===== config.mk =====
export PLATFORM = sky130hd
export DESIGN_NAME = text_console_writer
export DESIGN_NICKNAME = d
export VERILOG_FILES = /design/src/rtl/text_console_writer.sv
export SDC_FILE = /design/constraint.sdc
export NUM_CORES = 1
export LEC_CHECK = 0
export CORE_MARGIN = 2
export CORE_UTILIZATION = 57
export CTS_CLUSTER_SIZE = 14
export DETAILED_ROUTE_END_ITERATION = 8
export GPL_TIMING_DRIVEN = 0
export PLACE_DENSITY = 0.81
export SLEW_MARGIN = 20
export SYNTH_ARGS = -nofsm -noshare
export SYNTH_HDL_FRONTEND = slang
export SYNTH_SLANG_ARGS = --single-unit

===== constraint.sdc =====
create_clock -name i_clk -period 2.61 [get_ports i_clk]
set_input_delay 0.261 -clock i_clk [delete_from_list [all_inputs] [get_ports i_clk]]
set_output_delay 0.261 -clock i_clk [all_outputs]
set_load 0.01 [all_outputs]

===== src/rtl/text_console_writer.sv =====
// text_console_writer
// Turns a stream of character bytes into writes to a COLS x ROWS text memory.
// A cursor (row, col) tracks where the next printable byte lands. LF, CR and
// backspace move the cursor. A clean request blanks the whole screen with
// spaces, one cell per cycle.
//
// Optional feature macro: TEXT_CONSOLE_SCROLL_WRAP_EN
//   defined   : every row advance blanks the new row (LINECLR). The row after
//               the last one is row 0, so the screen never fills.
//   undefined : a row advance past the last row parks the writer in FULL
//               until a clean request or reset.
//
// Ports
//   i_clk      clock, rising edge
//   i_rst      asynchronous active-high reset
//   i_valid    character byte offered on i_data
//   i_data     character byte
//   o_ready    high in IDLE; a byte is taken on i_valid & o_ready & !i_clean
//   i_clean    clear-screen request, sampled every cycle
//   o_address  text memory address {row, col}
//   o_data     byte written to text memory
//   o_we       text memory write strobe, one cycle per cell
//   o_full     screen full, no further text accepted
//   o_busy     high while a screen clear or line clear is running
module text_console_writer #(
  parameter int COLS   = 80,
  parameter int ROWS   = 30,
  parameter int COL_W  = 7,
  parameter int ROW_W  = 5,
  parameter int ADDR_W = ROW_W + COL_W
) (
  input  logic              i_clk,
  input  logic              i_rst,
  input  logic              i_valid,
  input  logic [7:0]        i_data,
  output logic              o_ready,
  input  logic              i_clean,
  output logic [ADDR_W-1:0] o_address,
  output logic [7:0]        o_data,
  output logic              o_we,
  output logic              o_full,
  output logic              o_busy
);

  localparam logic [COL_W-1:0] LAST_COL = COL_W'(COLS - 1);
  localparam logic [ROW_W-1:0] LAST_ROW = ROW_W'(ROWS - 1);
  localparam logic [7:0]       CH_LF    = 8'h0A;
  localparam logic [7:0]       CH_CR    = 8'h0D;
  localparam logic [7:0]       CH_BS    = 8'h08;
  localparam logic [7:0]       CH_SP    = 8'h20;

`ifdef TEXT_CONSOLE_SCROLL_WRAP_EN
  localparam bit SCROLL = 1'b1;
`else
  localparam bit SCROLL = 1'b0;
`endif

  typedef enum logic [2:0] {
    S_IDLE,
    S_WRITE,
    S_CLEAR,
    S_LINECLR,
    S_FULL
  } state_t;

  state_t           state;
  logic [ROW_W-1:0] row;
  logic [COL_W-1:0] col;
  logic [ROW_W-1:0] clr_row;
  logic [COL_W-1:0] clr_col;
  // WRITE advances the cursor after a printable byte, but not after the
  // space that backspace leaves behind (the cursor already moved back).
  logic             write_adv;

  logic             last_row;
  logic             last_col;
  logic [ROW_W-1:0] adv_row;
  logic [COL_W-1:0] col_dec;
  logic             clr_done;
  logic [ROW_W-1:0] clr_row_nxt;
  logic [COL_W-1:0] clr_col_nxt;

  always_comb begin
    last_row    = (row == LAST_ROW);
    last_col    = (col == LAST_COL);
    adv_row     = last_row ? '0 : row + 1'b1;
    col_dec     = col - 1'b1;
    clr_done    = (clr_row == LAST_ROW) && (clr_col == LAST_COL);
    clr_col_nxt = clr_col + 1'b1;
    clr_row_nxt = clr_row;
    if (clr_col == LAST_COL) begin
      clr_col_nxt = '0;
      clr_row_nxt = clr_row + 1'b1;
    end
  end

  // Status flags are straight decodes of the state register.
  assign o_ready = (state == S_IDLE);
  assign o_full  = (state == S_FULL);
  assign o_busy  = (state == S_CLEAR) || (state == S_LINECLR);

  // Every sweep (screen clear or line clear) puts its first cell on the
  // outputs in the same edge that enters the sweep state, so the sweep
  // state holds o_we high for exactly one cycle per cell.
  always_ff @(posedge i_clk or posedge i_rst) begin
    if (i_rst) begin
      state     <= S_IDLE;
      row       <= '0;
      col       <= '0;
      clr_row   <= '0;
      clr_col   <= '0;
      write_adv <= 1'b0;
      o_we      <= 1'b0;
      o_address <= '0;
      o_data    <= '0;
    end else begin
      o_we <= 1'b0;
      if (i_clean && (state != S_CLEAR)) begin
        // A write already on the outputs this cycle still lands; the clean
        // then overwrites the whole screen anyway.
        state     <= S_CLEAR;
        clr_row   <= '0;
        clr_col   <= '0;
        o_we      <= 1'b1;
        o_address <= '0;
        o_data    <= CH_SP;
      end else begin
        case (state)
          S_IDLE: begin
            if (i_valid) begin
              case (i_data)
                CH_LF: begin
                  col <= '0;
                  row <= adv_row;
                  if (SCROLL) begin
                    state     <= S_LINECLR;
                    clr_col   <= '0;
                    o_we      <= 1'b1;
                    o_address <= {adv_row, {COL_W{1'b0}}};
                    o_data    <= CH_SP;
                  end else if (last_row) begin
                    state <= S_FULL;
                  end
                end
                CH_CR: begin
                  col <= '0;
                end
                CH_BS: begin
                  if (col != '0) begin
                    col       <= col_dec;
                    write_adv <= 1'b0;
                    o_we      <= 1'b1;
                    o_address <= {row, col_dec};
                    o_data    <= CH_SP;
                    state     <= S_WRITE;
                  end
                end
                default: begin
                  write_adv <= 1'b1;
                  o_we      <= 1'b1;
                  o_address <= {row, col};
                  o_data    <= i_data;
                  state     <= S_WRITE;
                end
              endcase
            end
          end

          S_WRITE: begin
            state <= S_IDLE;
            if (write_adv) begin
              if (!last_col) begin
                col <= col + 1'b1;
              end else begin
                col <= '0;
                row <= adv_row;
                if (SCROLL) begin
                  state     <= S_LINECLR;
                  clr_col   <= '0;
                  o_we      <= 1'b1;
                  o_address <= {adv_row, {COL_W{1'b0}}};
                  o_data    <= CH_SP;
                end else if (last_row) begin
                  state <= S_FULL;
                end
              end
            end
          end

          S_CLEAR: begin
            if (clr_done) begin
              state <= S_IDLE;
              row   <= '0;
              col   <= '0;
            end else begin
              clr_row   <= clr_row_nxt;
              clr_col   <= clr_col_nxt;
              o_we      <= 1'b1;
              o_address <= {clr_row_nxt, clr_col_nxt};
              o_data    <= CH_SP;
            end
          end

          S_LINECLR: begin
            // The cursor already sits at column 0 of the row being blanked.
            if (clr_col == LAST_COL) begin
              state <= S_IDLE;
            end else begin
              clr_col   <= clr_col_nxt;
              o_we      <= 1'b1;
              o_address <= {row, clr_col_nxt};
              o_data    <= CH_SP;
            end
          end

          S_FULL: begin
            state <= S_FULL;
          end

          default: begin
            state <= S_IDLE;
          end
        endcase
      end
    end
  end

endmodule


==> reports/metrics.cfg, run 1 <==
[worst_setup_path]
worstReg2RegStart = col[0]
worstSetupStartpointType = register
startpoint = col[0]
arrival_ps = 2730
end_kind = register
crit_fanout = 6
worstSetupPathType = reg -> reg
critPathRequiredTime_ps = 2870

[clocking]
cts_root_buf = clkbuf_8
cts_hold_buf = 0
clk_path_buf_depth = 2
numCtsBuffers = 5
cts.sinks = 49
path_clk_slew_ps = 90
cts_tree = built
htree_levels = 2
clock_latency_ps = 310

[sta]
period_share = 0.949
rsz0062_at_grt = no
slew_viol_final = 0
fin_skew_ps = 9.23
hold_ws_ps = 339
max_freq_ghz = 0.404
min_period_ps = 2480
finalSetupViolCount = 0
setup-tns-final_ps = 0
maxSlewHeadroom = 0.469
worstMarginPinSlew_ps = 790
finalHoldViolCount = 0

[yosys]
syn_avg_cell_area_um2 = 9.20
synth_flop_cell = dfrtp_1
netlist_area_um2 = 3220
yosys.cell_count.top_type = dfrtp_1
synth.distinct_cells = 60
yosysWarningCount = 0
async_flop_share = 1.00
synth_edf_count = 0
yosysTopAreaCell = dfrtp_1
synth_top_area_frac = 0.381
syn_inst = 350
ys_ff_latch = 49
syn-num-nets = 371
yosysSeqAreaShare = 0.381
synth_area_leaders = dfrtp_1 38%, o21ai_0 5.0%, mux2_2 4.9%
synth_common_cells = 49 x dfrtp_1, 32 x o21ai_0, 21 x nand2_1

[floorplan]
dieHeight_um = 79.2
rows = 27
die-area_um2 = 6260
ios = 36
start_util = 0.588
coreArea_um2 = 5470
die_w_um = 79.2

[layout]
drive_gt1_frac = 0.124
fillers = 450
antenna_cells = 0
finalCoreUtilization = 0.695
syn2layout_area_growth_pct = 18.1
instances_no_fill = 466
fin_nets = 414

[placement]
gp_congestion = 0.886
portBuffers = 35
dp_cells = 458
detailed_place_hpwl_um = 5930

[global_route]
antenna_found_initial = 0
grt_max_degree = 27
grt_pass1_wl_um = 13200
grt.total_usage = 0.265
grt_overflow_total = 0
grt_pass1_vias = 2795

[power_and_ir_drop]
power_density_nw_per_um2 = 668
peakVddDrop_mv = 0.470
p_leak_nw = 1.59

[drt]
avgViaCountPerCell = 6.29
initialDrtViolationCount = 216
wl_per_cell_um = 17.2
dr.pass1.iters = 5
via_count = 2929
drc = 0
wl_um = 8020
ant_nets = 0

[flow_run]
cap_viol_max_count = 0

[run_status]
status = finished clean

[hold_path]
hold_class = in -> async

layout make-up:
| type | instances | area (µm²) | area share |
|---|---|---|---|
| Clock buffer | 7 | 96.3 | 0.0253 |
| Buffer | 15 | 71.3 | 0.0188 |
| Inverter | 20 | 75.1 | 0.0197 |
| Tap cell | 72 | 90.1 | 0.0237 |
| Multi-Input combinational cell | 266 | 1860 | 0.489 |
| Timing Repair Buffer | 36 | 378 | 0.0994 |
| Clock inverter | 1 | 5.00 | 0.00132 |
| Sequential cell | 49 | 1230 | 0.323 |
critical path: stages (launching register included):
cell and delay (ps):
dfrtp_1 450, inv_1 140, ha_2 240, or3b_2 490, or3_1 370, or3_1 330, a31oi_1 230, mux2_2 190
per-layer routing:
metal | global-route usage | share of wire | vias up
met4 | 0.100 | 0.025 | 0
met1 | 0.349 | 0.43 | 1428
met2 | 0.440 | 0.49 | 95
li1 | - | - | 1386
met5 | 0 | 0 | -
met3 | 0.0455 | 0.055 | 20
repair_timing:
action	4_1_cts	5_1_grt
endpoints found under the setup margin	0	15
gates resized for setup	0	3
buffers inserted	0	0
layout by cell type (no fill, tap or decap), types with 6 or more instances in the layout:
master / n
ha_1: 8
a21oi_1: 12
mux2i_1: 13
nand2b_1: 6
inv_1: 18
nand2_1: 21
nor3_1: 10
o31ai_1: 8
xnor2_1: 6
clkbuf_8: 7
o21ai_0: 32
nand3_1: 17
buf_2: 6
nand4_1: 7
a31oi_1: 8
mux2_2: 14
clkbuf_1: 8
dfrtp_1: 49
clkdlybuf4s50_1: 35
nor2_1: 19
path summary, 6_finish.rpt:
kind	slack (ps)	end	cells past startpoint
max in group asynchronous	1740	o_address[11]	3
worst max register to register	130	o_address[6]	7
worst min-delay path	340	o_data[1]	2
worst min register to register	510	o_address[7]	1
min in group i_clk	510	o_address[7]	1
worst max-delay path	130	o_address[6]	7
kinds of logic after synthesis:
logic type,synth area share
adder cells (fa/ha/maj),0.0350
AND/OR/NAND/NOR,0.236
XOR/XNOR,0.0299
flip-flops,0.381
AO/OA/AOI/OAI,0.184
multiplexers,0.0894
buffers and inverters,0.0455
state kept, by name, summed over array words and instances, names as in the netlist:
register / cells
clr_row: 5
clr_col: 7
o_data: 8
write_adv: 1
state: 3
o_address: 12
o_we: 1
row: 5
col: 7
report_power, final:
group	switching, mW	internal, mW	total, mW
Sequential	0.170	0.923	1.09
Combinational	0.479	0.470	0.949
Clock	0.259	0.240	0.499
per-stage QoR:
stage	cell area, µm²	setup slack, ps	total power, mW
after floorplan	3220	432	1.68
after global placement	3660	-94.1	1.99
after detailed placement	3690	-124	2.04
after CTS	3790	18.1	2.54
after global routing	3800	28.2	2.70
final	3800	133	2.54
(Power assumes the default switching activity.)
==> run 2, diff against run 1 <==
--- a/config.mk
+++ b/config.mk
@@ -7,7 +7,7 @@
 export LEC_CHECK = 0
 export CORE_MARGIN = 2
 export CORE_UTILIZATION = 57
-export CTS_CLUSTER_SIZE = 14
+export CTS_CLUSTER_SIZE = 12
 export DETAILED_ROUTE_END_ITERATION = 8
 export GPL_TIMING_DRIVEN = 0
 export PLACE_DENSITY = 0.81
==> results of run 2 <==
Final layout, timing and power as in run 1 (identical DEF).
==> run 3, diff against run 2 <==
--- a/config.mk
+++ b/config.mk
@@ -7,8 +7,10 @@
 export LEC_CHECK = 0
 export CORE_MARGIN = 2
 export CORE_UTILIZATION = 57
+export CTS_CLUSTER_DIAMETER = 50
 export CTS_CLUSTER_SIZE = 12
 export DETAILED_ROUTE_END_ITERATION = 8
+export GPL_ROUTABILITY_DRIVEN = 0
 export GPL_TIMING_DRIVEN = 0
 export PLACE_DENSITY = 0.81
 export SLEW_MARGIN = 20
==> run 3 against run 2 <==
Effect of this change:
- critical path depth unchanged
- final cell count increased by 0.43%
- via count grew 1.3%
- total power up 3.1%
- non-clock buffer count increased by 2
- register-to-register slack worse by 30 ps
==> reports/metrics.cfg, run 3 (same netlist as run 1, synthesis figures left out) <==
[run_status]
status = finished clean  ; unchanged

[drt]
wl_um = 8080  ; was 8020 µm
drc = 0  ; unchanged
initialDrtViolationCount = 252  ; was 216
wl_per_cell_um = 17.3  ; was 17.2 µm
via_count = 2968  ; was 2929
avgViaCountPerCell = 6.34  ; was 6.29
ant_nets = 0  ; unchanged
dr.pass1.iters = 5  ; unchanged

[sta]
fin_ws_ps = 103  ; was 133 ps
finalHoldViolCount = 0  ; unchanged
maxSlewHeadroom = 0.472  ; was 0.469
fin_skew_ps = 8.74  ; was 9.23 ps
rsz0062_at_grt = no  ; unchanged
period_share = 0.961  ; was 0.949
worstMarginPinSlew_ps = 790  ; about the same
slew_viol_final = 0  ; unchanged
max_freq_ghz = 0.399  ; was 0.404 GHz
finalSetupViolCount = 0  ; unchanged
min_period_ps = 2510  ; was 2480 ps

[clocking]
numCtsBuffers = 5  ; unchanged
cts.sinks = 49  ; unchanged
cts_tree = built  ; unchanged
cts_root_buf = clkbuf_8  ; unchanged
clk_path_buf_depth = 2  ; unchanged
htree_levels = 2  ; unchanged
path_clk_slew_ps = 100  ; was 90 ps
clock_latency_ps = 310  ; about the same
cts_hold_buf = 0  ; unchanged

[global_route]
grt_max_degree = 30  ; was 27
antenna_found_initial = 0  ; unchanged
grt_pass1_vias = 2809  ; was 2795
grt_pass1_wl_um = 13300  ; was 13200 µm
grt_overflow_total = 0  ; unchanged
grt.total_usage = 0.268  ; was 0.265

[flow_run]
cap_viol_max_count = 0  ; unchanged

[worst_setup_path]
critPathRequiredTime_ps = 2860  ; was 2870 ps
cpMostUsedCell = or3_1  ; unchanged
crit_fanout = 6  ; unchanged
end_kind = register  ; unchanged
worstSetupStartpointType = register  ; unchanged
arrival_ps = 2760  ; was 2730 ps
crit_family = simple AND/OR/NAND/NOR gates  ; unchanged
cp_cell_sequence = inv_1 -> ha_2 -> or3b_2 -> or3_1 -> or3_1 -> a31oi_1 -> mux2_2  ; unchanged
critPathBufInv = 1  ; unchanged
worstSetupPathType = reg -> reg  ; unchanged
slowest_delay_ps = 480  ; was 490 ps
slowest_stage = or3b_2  ; unchanged

[power_and_ir_drop]
p_sw_uw = 912  ; was 908 µW
pwr-share-comb = 0.364  ; was 0.373
internal_power_mw = 1.71  ; was 1.63 mW
total_power_mw = 2.62  ; was 2.54 mW
p_leak_nw = 1.60  ; was 1.59 nW
power_density_nw_per_um2 = 684  ; was 668 nW/µm²
seqPwrFrac = 0.416  ; was 0.430
swShare = 0.348  ; was 0.357
peakVddDrop_mv = 0.492  ; was 0.470 mV
pwr-share-clk = 0.220  ; was 0.196

[layout]
top_register = o_address  ; unchanged
antenna_cells = 0  ; unchanged
reg.largest.list = o_address x12, o_data x8  ; unchanged
drive_gt1_frac = 0.129  ; was 0.124
finalInstanceArea_um2 = 3830  ; was 3800 µm²
fin_nets = 416  ; was 414
syn2layout_area_growth_pct = 18.9  ; was 18.1%
layout_commonest_cell = dfrtp_1  ; unchanged
largest_reg_flops = 12  ; unchanged
finalCoreUtilization = 0.700  ; was 0.695
layout_common_cells = 49 x dfrtp_1, 35 x clkdlybuf4s50_1, 32 x o21ai_0, 21 x nand2_1, 19 x nor2_1  ; unchanged

[hold_path]
hold_class = in -> async  ; unchanged

[floorplan]
rows = 27  ; unchanged
coreArea_um2 = 5470  ; unchanged
start_util = 0.588  ; unchanged
ios = 36  ; unchanged
dieHeight_um = 79.2  ; unchanged
die_w_um = 79.2  ; unchanged
die-area_um2 = 6260  ; unchanged

[placement]
placed_area_um2 = 3680  ; was 3690 µm²
detailed_place_hpwl_um = 5870  ; was 5930 µm
preCtsSetupSlack_ps = -143  ; was -124 ps
portBuffers = 35  ; unchanged

[run 3: changes by cell type in the layout (fill, tap and decap cells not counted), sizes merged]
cell      change
buf           +2
bufinv        +1
clkbuf        -1
clkinv        -1
clkinvlp      +1
[run 3: cell type report]
class	count	area (µm²)
well taps	72	90.1
flip-flops and latches	49	1230
multi-input cells	266	1860
inverters	20	75.1
repair buffers	38	385
clock inverters	2	37.5
clock buffers	6	82.6
fillers	435	1640
plain buffers	15	71.3
[run 3: metrics by stage]
step	hold slack, ps	std cells	TNS, ps
5_1_grt	343	468	0
3_3_place_gp	489	457	-540
4_1_cts	297	466	0
2_1_floorplan	398	350	0
6_report	276	468	0
3_5_place_dp	496	458	-982
[run 3: power by group through the flow]
stage               Combinational [mW]  Sequential, mW  Clock [mW]
floorplan                        0.586            1.09           0
detailed placement               0.932            1.10           0
finish                           0.954            1.09       0.576
global route                      1.05            1.11       0.607
CTS                              0.938            1.08       0.583
global placement                 0.903            1.09           0
[run 3: path summary, 6_finish.rpt]
path	start	end	slack (ps)	depth (start not counted)
setup / recovery	col[0]	o_address[6]	100	7
setup reg to reg	col[0]	o_address[6]	100	7
max in group asynchronous	i_rst	o_data[5]	1830	3
hold reg to reg	o_address[2]	o_address[2]	520	1
hold / removal	i_rst	o_address[7]	280	2
min in group i_clk	o_address[2]	o_address[2]	520	1
[run 3: per-layer routing]
metal,wire [µm],track usage
met1,3410,0.351
met2,3910,0.442
met3,539,0.0432
met4,222,0.110
met5,0,0
[run 3: repair_timing]
item	4_1_cts	5_1_grt
setup buffers	0	2
endpoints found under the setup margin	0	21
resized for setup	0	3
[run 3: worst register-to-register path: stages, from the launching register on]
cell and delay [ps]:
dfrtp_1 440, inv_1 140, ha_2 230, or3b_2 480
or3_1 390, or3_1 340, a31oi_1 240, mux2_2 190
